**src/rtl/pc_pkg.sv**
```systemverilog
// rtl/pc_pkg.sv - shared widths, fetch FSM encoding and fetch buffer entry layout
//
// Purpose: common definitions for the PC fetch unit slice.
//   PC_W  : program counter / ROM address width
//   OPC_W : opcode field width (top bits of the instruction)
//   fetch_state_e : IDLE / RUN / HALTED (HALTED reachable only with PCF_HALT_EN)
//   Fetch buffer entry layout is {pc, instr}: pc in the upper PC_W bits.
package pc_pkg;

  localparam int PC_W  = 8;
  localparam int OPC_W = 4;

  typedef enum logic [1:0] {
    ST_IDLE   = 2'd0,
    ST_RUN    = 2'd1,
    ST_HALTED = 2'd2
  } fetch_state_e;

  // Width of one fetch buffer entry {pc, instr}.
  function automatic int entry_w(input int instr_w);
    return PC_W + instr_w;
  endfunction

endpackage

```
**src/rtl/pc_fetch_unit_if.sv**
```systemverilog
// rtl/pc_fetch_unit_if.sv - instruction ROM and decode handshake bundle
//
// Purpose: groups the ROM port and the valid/ready decode stream.
//   imem_addr  : ROM address (fetch -> ROM)
//   imem_rdata : ROM data, one cycle after the address (ROM -> fetch)
//   if_valid   : buffer head valid (fetch -> decode)
//   if_ready   : decode accepts head (decode -> fetch)
//   if_instr   : head instruction (fetch -> decode)
//   if_pc      : PC of head instruction (fetch -> decode)
// Modports: master = fetch unit side, slave = ROM/decode side.
interface pc_fetch_unit_if #(
  parameter int INSTR_W = 16
) ();
  import pc_pkg::*;

  logic [PC_W-1:0]    imem_addr;
  logic [INSTR_W-1:0] imem_rdata;
  logic               if_valid;
  logic               if_ready;
  logic [INSTR_W-1:0] if_instr;
  logic [PC_W-1:0]    if_pc;

  modport master (
    output imem_addr,
    input  imem_rdata,
    output if_valid,
    input  if_ready,
    output if_instr,
    output if_pc
  );

  modport slave (
    input  imem_addr,
    output imem_rdata,
    input  if_valid,
    output if_ready,
    input  if_instr,
    input  if_pc
  );

endinterface

```
**src/rtl/pcf_fifo.sv**
```systemverilog
// rtl/pcf_fifo.sv - synchronous fetch buffer FIFO with flush and occupancy count
//
// Purpose: holds fetched {pc, instr} entries in program order.
//   clk, rst      : clock, asynchronous active-high reset
//   flush_i       : empty the FIFO (wins over a same-cycle push)
//   push_i        : write push_data_i (accepted when not full, or full with a pop)
//   push_data_i   : entry to write
//   pop_i         : remove head (ignored when empty)
//   head_data_o   : head entry, zero when empty
//   valid_o       : FIFO not empty
//   count_o       : number of stored entries
module pcf_fifo #(
  parameter int W     = 24,
  parameter int DEPTH = 2
) (
  input  logic                         clk,
  input  logic                         rst,
  input  logic                         flush_i,
  input  logic                         push_i,
  input  logic [W-1:0]                 push_data_i,
  input  logic                         pop_i,
  output logic [W-1:0]                 head_data_o,
  output logic                         valid_o,
  output logic [$clog2(DEPTH+1)-1:0]   count_o
);

  localparam int PW = $clog2(DEPTH);
  localparam int CW = $clog2(DEPTH+1);

  logic [W-1:0]  mem_q [DEPTH];
  logic [PW-1:0] rd_ptr_q, rd_ptr_d;
  logic [PW-1:0] wr_ptr_q, wr_ptr_d;
  logic [CW-1:0] count_q, count_d;
  logic          do_push, do_pop;

  // Pointer increment that wraps for non-power-of-two depths.
  function automatic logic [PW-1:0] ptr_inc(input logic [PW-1:0] p);
    return (p == PW'(DEPTH-1)) ? '0 : p + 1'b1;
  endfunction

  assign do_pop  = pop_i && (count_q != '0);
  // A push into a full FIFO is legal when the head leaves in the same cycle.
  assign do_push = push_i && ((count_q != CW'(DEPTH)) || do_pop);

  always_comb begin
    rd_ptr_d = rd_ptr_q;
    wr_ptr_d = wr_ptr_q;
    count_d  = count_q;
    if (flush_i) begin
      rd_ptr_d = '0;
      wr_ptr_d = '0;
      count_d  = '0;
    end else begin
      if (do_pop)  rd_ptr_d = ptr_inc(rd_ptr_q);
      if (do_push) wr_ptr_d = ptr_inc(wr_ptr_q);
      if (do_push && !do_pop) count_d = count_q + 1'b1;
      else if (!do_push && do_pop) count_d = count_q - 1'b1;
    end
  end

  always_ff @(posedge clk or posedge rst) begin
    if (rst) begin
      rd_ptr_q <= '0;
      wr_ptr_q <= '0;
      count_q  <= '0;
    end else begin
      rd_ptr_q <= rd_ptr_d;
      wr_ptr_q <= wr_ptr_d;
      count_q  <= count_d;
    end
  end

  // Storage needs no reset: the head is masked while the FIFO is empty.
  always_ff @(posedge clk) begin
    if (do_push && !flush_i) mem_q[wr_ptr_q] <= push_data_i;
  end

  assign valid_o     = (count_q != '0);
  assign head_data_o = valid_o ? mem_q[rd_ptr_q] : '0;
  assign count_o     = count_q;

endmodule

```
**src/rtl/pc_fetch_unit.sv**
```systemverilog
// rtl/pc_fetch_unit.sv - program counter owner and instruction fetch front end
//
// Purpose: issues sequential ROM fetches from the 8-bit PC, buffers responses
// with their PC and presents them to decode over valid/ready. Redirects via
// pc_write flush the buffer and drop the in-flight response.
// Optional feature macro: PCF_HALT_EN (HALT opcode stops fetching).
//   clk, rst        : clock, asynchronous active-high reset
//   pc_write        : redirect strobe
//   overwrite_data  : redirect target PC
//   halted          : high in HALTED state (0 without PCF_HALT_EN)
//   bus (master)    : imem_addr/imem_rdata ROM port, if_valid/if_ready/if_instr/if_pc
module pc_fetch_unit
  import pc_pkg::*;
#(
  parameter int              INSTR_W     = 16,
  parameter int              FIFO_DEPTH  = 2,
  parameter logic [OPC_W-1:0] HALT_OPCODE = 4'hF
) (
  input  logic             clk,
  input  logic             rst,
  input  logic             pc_write,
  input  logic [PC_W-1:0]  overwrite_data,
  output logic             halted,
  pc_fetch_unit_if.master  bus
);

  localparam int CW = $clog2(FIFO_DEPTH+1);
  localparam int EW = entry_w(INSTR_W);

  fetch_state_e    state_q, state_d;
  logic [PC_W-1:0] pc_q, pc_d;
  logic [PC_W-1:0] issued_pc_q;
  logic            inflight_q, inflight_d;

  logic            pop, push, issue, halt_hit;
  logic [CW-1:0]   count;
  logic [CW:0]     occ_after;
  logic [EW-1:0]   head;

  assign pop = bus.if_valid & bus.if_ready;

  // Occupancy once this cycle's capture and pop have settled; issuing only
  // below depth guarantees the response two cycles out always has a slot.
  assign occ_after = {1'b0, count} + (CW+1)'(inflight_q) - (CW+1)'(pop);
  assign issue     = (state_q == ST_RUN) && !pc_write
                     && (occ_after < (CW+1)'(FIFO_DEPTH));

  // A redirect in the capture cycle kills the response; so does HALTED.
  assign push = inflight_q && !pc_write && (state_q != ST_HALTED);

`ifdef PCF_HALT_EN
  assign halt_hit = push && (bus.imem_rdata[INSTR_W-1 -: OPC_W] == HALT_OPCODE);
  assign halted   = (state_q == ST_HALTED);
`else
  logic unused_halt_cfg;
  assign unused_halt_cfg = ^HALT_OPCODE;
  assign halt_hit = 1'b0;
  assign halted   = 1'b0;
`endif

  always_comb begin
    state_d    = state_q;
    pc_d       = pc_q;
    inflight_d = issue;
    if (issue) pc_d = pc_q + 1'b1;
    case (state_q)
      ST_IDLE:   state_d = ST_RUN;
      ST_RUN:    if (halt_hit) state_d = ST_HALTED;
      ST_HALTED: if (pc_write) state_d = ST_RUN;
      default:   state_d = ST_IDLE;
    endcase
    // Redirect overrides both the sequential increment and the halt entry.
    if (pc_write) begin
      pc_d = overwrite_data;
      if (state_q != ST_IDLE) state_d = ST_RUN;
    end
  end

  always_ff @(posedge clk or posedge rst) begin
    if (rst) begin
      state_q     <= ST_IDLE;
      pc_q        <= '0;
      issued_pc_q <= '0;
      inflight_q  <= 1'b0;
    end else begin
      state_q     <= state_d;
      pc_q        <= pc_d;
      issued_pc_q <= pc_q;
      inflight_q  <= inflight_d;
    end
  end

  pcf_fifo #(
    .W     (EW),
    .DEPTH (FIFO_DEPTH)
  ) u_fifo (
    .clk         (clk),
    .rst         (rst),
    .flush_i     (pc_write),
    .push_i      (push),
    .push_data_i ({issued_pc_q, bus.imem_rdata}),
    .pop_i       (pop),
    .head_data_o (head),
    .valid_o     (bus.if_valid),
    .count_o     (count)
  );

  assign bus.imem_addr = pc_q;
  assign bus.if_pc     = head[EW-1 -: PC_W];
  assign bus.if_instr  = head[INSTR_W-1:0];

endmodule

```
**src/flat_wrapper.sv**
```systemverilog
// flat-port wrapper written by rule: the top's interface ports become plain ports
module pc_fetch_unit_flat import pc_pkg::*;
#(
  parameter int              INSTR_W     = 16,
  parameter int              FIFO_DEPTH  = 2,
  parameter logic [OPC_W-1:0] HALT_OPCODE = 4'hF
)
  (clk, rst, pc_write, overwrite_data, halted, bus_imem_addr, bus_imem_rdata, bus_if_valid, bus_if_ready, bus_if_instr, bus_if_pc);
  pc_fetch_unit_if #(.INSTR_W(INSTR_W)) bus_i ();
  input  logic clk;
  input  logic rst;
  input  logic pc_write;
  input  logic [PC_W-1:0] overwrite_data;
  output logic halted;
  output wire logic [$bits(bus_i.imem_addr)-1:0] bus_imem_addr;
  input wire logic [$bits(bus_i.imem_rdata)-1:0] bus_imem_rdata;
  output wire logic [$bits(bus_i.if_valid)-1:0] bus_if_valid;
  input wire logic [$bits(bus_i.if_ready)-1:0] bus_if_ready;
  output wire logic [$bits(bus_i.if_instr)-1:0] bus_if_instr;
  output wire logic [$bits(bus_i.if_pc)-1:0] bus_if_pc;
  assign bus_imem_addr = bus_i.imem_addr;
  assign bus_i.imem_rdata = bus_imem_rdata;
  assign bus_if_valid = bus_i.if_valid;
  assign bus_i.if_ready = bus_if_ready;
  assign bus_if_instr = bus_i.if_instr;
  assign bus_if_pc = bus_i.if_pc;
  pc_fetch_unit #(.INSTR_W(INSTR_W), .FIFO_DEPTH(FIFO_DEPTH), .HALT_OPCODE(HALT_OPCODE)) u_core (.clk(clk), .rst(rst), .pc_write(pc_write), .overwrite_data(overwrite_data), .halted(halted), .bus(bus_i));
endmodule
```
**config.mk**
```make
export PLATFORM = sky130hd
export DESIGN_NAME = pc_fetch_unit_flat
export DESIGN_NICKNAME = d
export VERILOG_FILES = /design/src/rtl/pc_pkg.sv /design/src/rtl/pc_fetch_unit_if.sv /design/src/rtl/pcf_fifo.sv /design/src/rtl/pc_fetch_unit.sv /design/src/flat_wrapper.sv
export SDC_FILE = /design/constraint.sdc
export NUM_CORES = 1
export LEC_CHECK = 0
export CAP_MARGIN = 20
export CORE_MARGIN = 2
export CORE_UTILIZATION = 25
export DETAILED_ROUTE_END_ITERATION = 8
export SYNTH_ARGS = -nofsm -noshare
export SYNTH_HDL_FRONTEND = slang
export SYNTH_SLANG_ARGS = --single-unit
export TNS_END_PERCENT = 30
```
**constraint.sdc**
```tcl
create_clock -name clk -period 8.5 [get_ports clk]
set_input_delay 2.55 -clock clk [delete_from_list [all_inputs] [get_ports clk]]
set_output_delay 2.55 -clock clk [all_outputs]
set_load 0.01 [all_outputs]
```
# == Word level (Yosys, flattened, before mapping) ==
# Memory sizes are Yosys's and may differ from the RTL's.
# Cells that the tools add are included.
# op_classes
magnitude_cmp,1
bitwise_logic,1
n_eq_ne,4
n_addsub,7
n_reduce_logical,20
mux,18
# ops
cell,n
24-bit two-way mux,1
8-bit two-way mux,2
2-bit two-way mux,6
2-bit nonzero test,5
1-bit logical AND,9
"8-bit by 1-bit adder with 8-bit output, second input constant",1
1-bit two-way mux,8
2-bit one-hot mux with 3 select lines,1
"2-bit != test, second input constant",2
2-bit by 1-bit adder with 3-bit output,1
1-bit zero test,3
"3-bit by 2-bit < comparator with 1-bit output, second input constant",1
3-bit nonzero test,1
3-bit by 1-bit subtractor with 3-bit output,1
"1-bit adder, second input constant",2
"2-bit by 1-bit adder with 2-bit output, second input constant",1
"2-bit by 1-bit equality test with 1-bit output, second input constant",1
"2-bit equality test, second input constant",1
2-bit zero test,1
"2-bit by 1-bit subtractor with 2-bit output, second input constant",1
1-bit AND,1
1-bit logical OR,1
# word_totals
ramBits,48
in_bits,28
out_inout_bits,34
n_memories,1
regBits,23
# mem_list
memory,depth,width,read_ports,rd_clocked_by_memory_dff,write_ports,line,rtl
u_core.u_fifo.mem_q,2,24,1,0,1,pcf_fifo.sv:30,logic [W-1:0] mem_q [DEPTH];

# == Logic depth before layout (Yosys ltp) ==
# depth
word_depth,10
mapped_depth,10
depth_no_buf,10

# == Modules after synthesis ==
# Synthesis repeated with hierarchy kept, for this count alone.
# unflattened
hier_cells,202
area_unflattened_um2,2924.1
# modules_own_cells
mod,area_per_inst_um2,seq_area_each_um2,cells_each,n_inst
pcf_fifo,2054.5,1541.5,131,1
pc_fetch_unit,869.6,475.5,71,1

# == Worst setup path before layout ==
# No wires, ideal clock.
# synth_timing
path_type,input port to flip-flop
start,in pc_write
end,mem u_core.u_fifo.mem_q[1][0] (enable)
t_arrival_ps,4707
path_buffers,2
path_slack_ps,3352
stages,3
cell_sequence,buf_6 clkbuf_1 nor3b_1
# synth_via
elab_chain_cells,7
# synth_rtl
element,line,rtl
"start, declared",flat_wrapper.sv:12,input logic pc_write;
1-bit zero test *,"pcf_fifo.sv:75, pc_fetch_unit.sv:49",
1-bit logical AND (2 in a row),pc_fetch_unit.sv:49,assign push = inflight_q && !pc_write && (state_q != ST_HALTED);
1-bit logical AND,pcf_fifo.sv:43,assign do_push = push_i && ((count_q != CW'(DEPTH)) || do_pop);
1-bit logical AND *,pcf_fifo.sv:75,if (do_push && !flush_i) mem_q[wr_ptr_q] <= push_data_i;
1-bit two-way mux *,pcf_fifo.sv:75,
1-bit two-way mux (implied by the code) *,pcf_fifo.sv:75,
"end, declared",pcf_fifo.sv:30,
# Mark *: on every way between the ends. The rest lies on a longest branch, timed or not.

# == Worst setup path after layout ==
# layout_timing
start,in bus_if_ready
end,"reg u_core.pc_q[5], in the netlist u_core.bus.imem_addr[5]"
# layout_via
elab_chain_cells,5
# layout_rtl
element,line,rtl
"start, declared",flat_wrapper.sv:18,input wire logic [$bits(bus_i.if_ready)-1:0] bus_if_ready;
1-bit AND,pc_fetch_unit.sv:40,assign pop = bus.if_valid & bus.if_ready;
3-bit by 1-bit subtractor with 3-bit output,pc_fetch_unit.sv:44,"assign occ_after = {1'b0, count} + (CW+1)'(inflight_q) - (CW+1)'(pop);"
3-bit by 2-bit < comparator with 1-bit output,pc_fetch_unit.sv:46,&& (occ_after < (CW+1)'(FIFO_DEPTH));
1-bit logical AND,pc_fetch_unit.sv:46,
2-bit nonzero test (no line),--,
"end signal, assigned",pc_fetch_unit.sv:87,pc_q <= pc_d;
"end, declared",pc_fetch_unit.sv:31,"logic [PC_W-1:0] pc_q, pc_d;"
# Every way passes these cells.
# A chain may end at the register's enable or synchronous reset.

==> key figures <==
Worst setup path
  • Worst Setup End Kind: flop
  • Critical-path top delay cell: clkdlybuf4s50_1
  • Critical path, cell by cell: clkdlybuf4s50_1 -> inv_1 -> nor2_1 -> ha_1 -> nand2b_1 -> fa_1 -> nand4bb_4 -> o21ai_1 -> a21bo_1 -> a221o_1
  • CP max FO: 6
  • WP data required: 8700 ps
  • RR Startpoint: u_core.u_fifo.count_o[1]
  • CP arrival: 5310 ps
  • CP Launch Type: input port
  • CP Buf/Inv Count: 2
  • Crit path kind: in -> reg
  • Critical path origin: bus_if_ready
  • Crit-path max cell delay: 550 ps
  • Critical path's top delay family: compound AO/OA/AOI/OAI gates

Synth
  • Yosys warning count: 0
  • Synth Area in Adders: 1.57%
  • Cell variety after synth: 37
  • Seq/Total Area, Yosys: 70.2%
  • Multiplexer area fraction after synthesis: 8.71%
  • Main combinational cell family by area after synthesis: simple AND/OR/NAND/NOR gates
  • Syn nets: 230
  • Avg Cell Area, Syn: 14.4 um2
  • Complex-gate fraction of the synthesized area: 6.18%
  • Gate Count Post-Synth: 199
  • Mapped Area: 0.00287 mm2
  • Post-Synth Simple-Gate Area: 9.41%
  • Yosys reg bits: 71
  • Post-synthesis xor/xnor area fraction: 0.915%

Global route
  • First-pass GRT wire length: 8910 um
  • Largest net degree at the start of global routing: 25
  • Gr ovfl total: 0
  • Initial antenna violation count: 0
  • Total track usage: 9.23%
  • Vias in the first global route: 1776

Clock tree
  • TritonCTS clock tree: yes
  • H-tree levels: 3
  • Setup Buffers After CTS: 0
  • Hold-fix buffers, CTS: 0
  • Clk slew on worst S/H paths: 60 ps
  • Clock sinks: 71
  • CTS buffer count: 9
  • Clock latency on the worst-skew pair: 320 ps
  • CTS-repair resized insts: 0
  • Bufs on Longest Clock Path: 2
  • Root buf cell: clkbuf_16

Pwr
  • Pint: 0.743 mW
  • Register share of total power: 45.7%
  • Logic pwr share: 20.3%
  • Total power: 0.998 mW
  • Clock Power Share: 34.0%
  • Pwr/cell area: 254 mW/mm2
  • Sw Pwr: 0.255 mW
  • Sw Share: 25.5%
  • Lkg Pwr: 1.41 nW
  • Maximum vdd drop: 0.0000875 V

Timing
  • Unrepaired setup endpoints after global routing: no
  • Final min period: 5110 ps
  • Final Hold Viols: 0
  • Final Cycle Share: 60.2%
  • Max Slew Vio Count: 0
  • Worst slew pin tran: 861 ps
  • Worst hold slack: 438 ps
  • Skew final: 9.44 ps
  • Final setup violation count: 0
  • Total negative setup slack: 0 ps
  • F_max: 196 MHz
  • Relative slew slack: 42.5%

Detailed routing
  • Via density per instance: 4.34
  • DR vias: 1789
  • Drt wl/cell: 13.3 um
  • Iter 0 DRT Violations: 37
  • Total wire length: 5470 um
  • Drt first pass iters: 6
  • DRT antenna net count: 0
  • Drc violations: 0

Final layout
  • Ant. Diodes: 0
  • Final cell count without fillers: 412
  • Fin util: 34.7%
  • Nets: 296
  • Share of cells above drive strength 1: 8.92%
  • Most common cell after layout, fill and taps aside: clkdlybuf4s50_1
  • P&R area growth vs syn: 36.7%
  • Most frequent cells in the layout: clkdlybuf4s50_1, edfxtp_1, nor2_1

Die
  • Starting Density: 25.4%
  • Die height: 111 um
  • Die area: 0.0124 mm2
  • Site Rows: 39
  • Chip width: 111 um
  • I/O pin count: 62
  • Core Box Area: 0.0113 mm2

Place
  • DPL Wire Length: 3690 um
  • Dpl cells: 397
  • GP Congestion: 0.767
  • Number of buffers added on ports: 60

Outcome
  • Outcome: finished clean

Worst hold path
  • Hold path start: u_core.issued_pc_q[1]
  • Worst min-delay path class: reg -> reg

Job
  • Max Cap Viol: 0
## power by group through the flow
stage | combinational (mW) | sequential, mW | clock (mW)
2_1_floorplan | 0.107 | 0.459 | 0
3_3_place_gp | 0.200 | 0.461 | 0
3_5_place_dp | 0.206 | 0.463 | 0
4_1_cts | 0.207 | 0.456 | 0.352
5_1_grt | 0.222 | 0.463 | 0.366
6_report | 0.203 | 0.456 | 0.339
## cell families (layout without fill, tap and decap cells)
family	count (synthesis)	in the layout
adders and majority gates	3	3
DFF	71	71
muxes	25	25
other	1	1
xor gates and xnor gates	3	3
buffers and inverters	17	87
and+or+nand+nor	54	54
AOI/OAI and AO/OA	25	25
## metal layers
metal	routed length (um)	GRT usage, %	part of all wire [%]	up-vias
met3	252	2.73	4.6	7
li1	-	-	-	859
met5	0	0	0	-
met1	2490	11.4	46	866
met4	61	4.44	1.1	0
met2	2660	14.8	49	57
## stage by stage
stage | cell area [um2] | setup slack (ps)
finish | 3930 | 3390
global route | 3930 | 3210
CTS | 3930 | 3390
detailed placement | 3650 | 3050
global placement | 3630 | 3130
floorplan | 2870 | 3350
## Yosys cell counts
cell       instances  area [um2]
edfxtp_1          48        1440
nor2_1            31         116
mux2i_1           25         250
dfrtp_1           23         576
o21ai_0            8        40.0
inv_1              7        26.3
nand2_1            5        18.8
a221o_1            4        40.0
a211oi_1           3        22.5
and3_1             3        18.8
buf_2              3        15.0
clkbuf_1           3        11.3
nor3b_1            3        22.5
a21o_1             2        15.0
buf_4              2        15.0
ha_1               2        25.0
nand2b_1           2        12.5
nand3_1            2        10.0
nand4_1            2        12.5
nor3_1             2        10.0
o21ai_1            2        10.0
xor2_1             2        17.5
a21bo_1            1        10.0
a21oi_1            1        5.00
a31o_2             1        8.76
a32o_1             1        10.0
buf_6              1        11.3
conb_1             1        3.75
fa_1               1        20.0
inv_2              1        3.75
nand4bb_4          1        27.5
nor2b_1            1        6.26
nor4_1             1        6.26
o311ai_1           1        8.76
o31ai_1            1        7.51
or2_4              1        8.76
xnor2_1            1        8.76
## flip-flops by register name (all words and copies together) (netlist names)
signal                  flops
u_core.u_fifo.wr_ptr_q      1
u_core.u_fifo.count_o       2
u_core.u_fifo.rd_ptr_q      1
u_core.state_q              2
u_core.u_fifo.mem_q        48
u_core.bus.imem_addr        8
u_core.issued_pc_q          8
u_core.inflight_q           1
## cell type report
| cell class | instances | area (um2) |
|---|---|---|
| fill | 1120 | 7390 |
| sequential | 71 | 2020 |
| multi-input combinational | 111 | 786 |
| timing repair buffer | 64 | 638 |
| clock buffer | 12 | 258 |
| tap | 143 | 179 |
| inverter | 8 | 30.0 |
| clock inverter | 3 | 18.8 |
## final timing paths
path / to / slack, ps / cells past startpoint
max: u_core.bus.imem_addr[5] / 3390 / 10
min: u_core.u_fifo.mem_q[0][17] / 440 / 0
max reg2reg: u_core.bus.imem_addr[5] / 5210 / 9
min reg2reg: u_core.u_fifo.mem_q[0][17] / 440 / 0
max in group asynchronous: u_core.issued_pc_q[1] / 5250 / 2
min in group asynchronous: u_core.u_fifo.wr_ptr_q / 2710 / 2
## worst reg2reg max path: stages, from the launching register on
cell	delay, ps
dfrtp_1	470
nor2_2	560
nor2_1	160
ha_1	300
nand2b_1	150
fa_1	530
nand4bb_4	110
o21ai_1	340
a21bo_1	260
a221o_1	300
(Power assumes the default switching activity.)
==> edit 1 (config.mk and constraints unchanged) <==
Encoding of `fetch_state_e`: now one-hot (3 bits for 3 states).
--- a/src/rtl/pc_pkg.sv
+++ b/src/rtl/pc_pkg.sv
@@ -11,8 +11,8 @@
   localparam int OPC_W = 4;
 
-  typedef enum logic [1:0] {
-    ST_IDLE   = 2'd0,
-    ST_RUN    = 2'd1,
-    ST_HALTED = 2'd2
+  typedef enum logic [2:0] {
+    ST_IDLE   = 3'b001,
+    ST_RUN    = 3'b010,
+    ST_HALTED = 3'b100
   } fetch_state_e;
 
Check against the original RTL: same outputs for any inputs over 10 cycles, from zero or initial values and one cycle with rst high; not proved beyond that.
==> edit 1 against the unedited design <==
  * Setup slack worse by 0.028 ns
  * Count of clock-buffer cells in the layout stayed put
  * Routed wire length is 5.1% higher
  * Global-route usage is 0.26 points higher
  * Total power is 14% higher
  * Die area is 3.0% higher
  * Synthesized area is 3.1% higher
  * Sequential cell count is 1 higher
  * Sequential share of layout area is 0.59 points lower
  * Final area is 2.5% higher
  * Critical endpoint is now u_core.bus.imem_addr[6]
  * Maximum frequency is 0.54% lower
==> edit 1: results (changes against the unedited design) <==
[run_status]
outcome = completed  ; unchanged

[timing]
fin_skew_ns = 0.01037  ; was 0.009443 ns
tightest_slew_ns = 0.9117  ; was 0.8608 ns
holdWs_ns = 0.4411  ; was 0.4375 ns
setup_ws_ns = 3.359  ; was 3.387 ns

[global_route]
grt_pass1_wl_um = 9501  ; was 8907 um
grt_util_all_layers = 0.09489  ; was 0.09225
use_met1 = 0.1250  ; was 0.1143
grt_util_met2 = 0.1533  ; was 0.1476
grt_use_met3 = 0.02410  ; was 0.02734

[min_path]
hold_end = u_core.u_fifo.mem_q[0][18]  ; was u_core.u_fifo.mem_q[0][17]
hp-start = u_core.issued_pc_q[2]  ; was u_core.issued_pc_q[1]

[detailed_routing]
drt-met1-wl_um = 2642  ; was 2492 um
met3_length_um = 278  ; was 252 um
drt_iter0_markers = 40  ; was 37
drt-total-wl_um = 5746  ; was 5469 um
via_per_inst = 4.314  ; was 4.342
wl_met2_um = 2772  ; was 2661 um

[setup_path]
endpoint = u_core.bus.imem_addr[6]  ; was u_core.bus.imem_addr[5]
rr_worst_depth = 10  ; was 9
cp_max_fo = 9  ; was 6
r2r_setup_slack_ns = 5.40  ; was 5.21 ns
critPathArrivalTime_ns = 5.34  ; was 5.31 ns

[synthesis]
synthTopCellsByCount = edfxtp_1, nor2_1, mux2i_1  ; unchanged
async_flop_share = 0.3333  ; was 0.3239
synthCells = 204  ; was 199

[power_and_ir_drop]
intPower_mw = 0.8211  ; was 0.7432 mW
powerClk_mw = 0.354  ; was 0.339 mW
p_seq_mw = 0.495  ; was 0.456 mW
p_leak_nw = 1.421  ; was 1.411 nW
power.switching_mw = 0.3165  ; was 0.2547 mW
ir_drop_mv = 0.1093  ; was 0.08749 mV

[layout]
drive_above_1_share = 0.09489  ; was 0.08922
layout.nonclk_buf_frac = 0.1586  ; was 0.1625
nets = 300  ; was 296
multi_input_area_sq_um = 843.3  ; was 785.8 sq um
clock_area_frac = 0.07276  ; was 0.07043
multi_input_gates = 116  ; was 111
seq_area_sq_mm = 0.002043  ; was 0.002017 sq mm
fillers = 1105  ; was 1,120

[placement]
post-dp-hpwl_um = 3818  ; was 3687 um
post-place-ws_ns = 3.015  ; was 3.053 ns
placed_cells = 401  ; was 397

[floorplan]
die_w_um = 112.8  ; was 111.2 um

## edit 1: cell count changes after synthesis, sizes merged, moves of 2 or more
cell / delta
buf: -2
a211oi: +2
inv: -2
xor2: -2
o21ai: -5
clkbuf: +3
xnor2: +2
nand2: -2
a21o: -2
mux2i: +6
a221o: +2
## edit 1: cell families (layout without fill, tap and decap cells)
| group | after synthesis | in the layout | synth area share |
|---|---|---|---|
| other cells | 1 | 1 | 0.001266 |
| xor+xnor | 3 | 3 | 0.01141 |
| compound gates | 20 | 20 | 0.05028 |
| mux | 32 | 32 | 0.1098 |
| buf+inv | 16 | 86 | 0.02704 |
| flops | 72 | 72 | 0.6899 |
| fa+ha+maj | 3 | 3 | 0.01521 |
| simple gates | 57 | 57 | 0.09506 |
## edit 1: critical path, stage by stage
cell	delay (ns)
clkdlybuf4s50_1	0.53
inv_1	0.09
nor2_1	0.18
ha_1	0.25
nand2b_1	0.15
fa_1	0.41
xnor2_2	0.19
nand4_4	0.22
inv_6	0.17
mux2_4	0.30
a221o_1	0.28
==> edit 2 (same settings) <==
Without the edit above. `INSTR_W` is set to 16 in 3 places; all go to 14.
--- a/src/rtl/pc_fetch_unit_if.sv
+++ b/src/rtl/pc_fetch_unit_if.sv
@@ -10,5 +10,5 @@
 // Modports: master = fetch unit side, slave = ROM/decode side.
 interface pc_fetch_unit_if #(
-  parameter int INSTR_W = 16
+  parameter int INSTR_W = 14
 ) ();
   import pc_pkg::*;
--- a/src/rtl/pc_fetch_unit.sv
+++ b/src/rtl/pc_fetch_unit.sv
@@ -13,5 +13,5 @@
   import pc_pkg::*;
 #(
-  parameter int              INSTR_W     = 16,
+  parameter int              INSTR_W     = 14,
   parameter int              FIFO_DEPTH  = 2,
   parameter logic [OPC_W-1:0] HALT_OPCODE = 4'hF
--- a/src/flat_wrapper.sv
+++ b/src/flat_wrapper.sv
@@ -2,5 +2,5 @@
 module pc_fetch_unit_flat import pc_pkg::*;
 #(
-  parameter int              INSTR_W     = 16,
+  parameter int              INSTR_W     = 14,
   parameter int              FIFO_DEPTH  = 2,
   parameter logic [OPC_W-1:0] HALT_OPCODE = 4'hF
Interface: changed (resized bus_if_instr and bus_imem_rdata); port bits go from 62 to 58. No check against the original RTL was run, so the function may have changed too.
==> edit 2 against the unedited design <==
  * Sequential cell count decreased by 4
  * Worst hold slack better by 0.0083 ns
  * Critical path type unchanged
  * Routed wire length fell by 3.7%
  * Count of clock-buffer cells in the layout shrank 2
  * Final area decreased by 6.6%
  * Synthesized area shrank 4.4%
  * Maximum frequency rose by 3.5%
  * Non-clock buffer count fell by 4
  * Total power shrank 12%
  * Sequential share of layout area grew 0.37 points
  * Setup slack better by 0.17 ns
  * Global-route usage grew 0.80 points
  * Critical endpoint is now u_core.bus.imem_addr[6]
  * Die area is 4.2% lower
==> edit 2: results (changes against the unedited design) <==
[run_status]
outcome = completed  ; unchanged

[global_route]
grt_util_met2 = 0.1647  ; was 0.1476
grt_pass1_wl_um = 8859  ; was 8907 um
grt_util_all_layers = 0.1002  ; was 0.09225
grt_max_degree = 26  ; was 25
use_met1 = 0.1174  ; was 0.1143
grt_use_met3 = 0.03885  ; was 0.02734

[min_path]
hp-start = u_core.issued_pc_q[3]  ; was u_core.issued_pc_q[1]

[layout]
fillers = 1089  ; was 1,120
drive_above_1_share = 0.1115  ; was 0.08922
nets = 284  ; was 296

[placement]
place_area_sq_mm = 0.003467  ; was 0.003650 sq mm
globalplace.congestion = 0.7549  ; was 0.7667
placed_cells = 383  ; was 397
post-place-ws_ns = 3.198  ; was 3.053 ns
numPortBuffers = 56  ; was 60

[synthesis]
synth-adder-area-share = 0.01639  ; was 0.01568
seq_area_frac_synth = 0.6903  ; was 0.7021
syn_nets = 222  ; was 230
synth-edff-count = 44  ; was 48
synthTopCellsByCount = edfxtp_1, nor2_1, dfrtp_1, mux2i_1, nand2_1  ; was edfxtp_1, nor2_1, mux2i_1
synth_xor_xnor_area_share = 0.01548  ; was 0.009146
synth_cell_types = 41  ; was 37
synth.area.mux_share = 0.08379  ; was 0.08711
syn_area_per_cell_sq_um = 14.24  ; was 14.44 sq um
synth_compound_gate_area_share = 0.06512  ; was 0.06185
async_flop_share = 0.3433  ; was 0.3239

[detailed_routing]
vias = 1709  ; was 1,789
drt-met1-wl_um = 2328  ; was 2492 um
wl_met2_um = 2515  ; was 2661 um
drtPass1Iterations = 4  ; was 6
via_per_inst = 4.273  ; was 4.342
drt-total-wl_um = 5264  ; was 5469 um

[timing]
slew_headroom = 0.4129  ; was 0.4255
fin_skew_ns = 0.005359  ; was 0.009443 ns
holdWs_ns = 0.4459  ; was 0.4375 ns

[setup_path]
r2r_start = u_core.u_fifo.count_o[1]  ; unchanged
critPathTopFamily = adder cells  ; was compound AO/OA/AOI/OAI gates
critPathLaunch = bus_if_ready  ; unchanged
reg2reg_to = u_core.bus.imem_addr[6]  ; was u_core.bus.imem_addr[5]
cp_max_fo = 7  ; was 6

[power_and_ir_drop]
p_leak_nw = 1.291  ; was 1.411 nW
ir_drop_mv = 0.08394  ; was 0.08749 mV

-- edit 2: changes by cell type after synthesis, sizes merged, moves of 2 or more --
cell and change:
edfxtp -4, o21ai -4, nand2 +3, mux2i -2, o21bai +2, o311ai +2
-- edit 2: layout make-up --
| cell class | instances | area (sq um) | area share |
|---|---|---|---|
| Clock buffer | 10 | 127.6 | 0.03481 |
| Clock inverter | 6 | 56.30 | 0.01536 |
| Inverter | 7 | 28.78 | 0.007850 |
| Multi-Input combinational cell | 110 | 783.3 | 0.2137 |
| Sequential cell | 67 | 1897 | 0.5174 |
| Tap cell | 140 | 175.2 | 0.04778 |
| Timing Repair Buffer | 60 | 598.1 | 0.1631 |
-- edit 2: report_power, final --
group / switching [mW] / total [mW] / internal [mW]
sequential: 0.0308 / 0.431 / 0.401
combinational: 0.0970 / 0.200 / 0.103
clock: 0.112 / 0.245 / 0.133
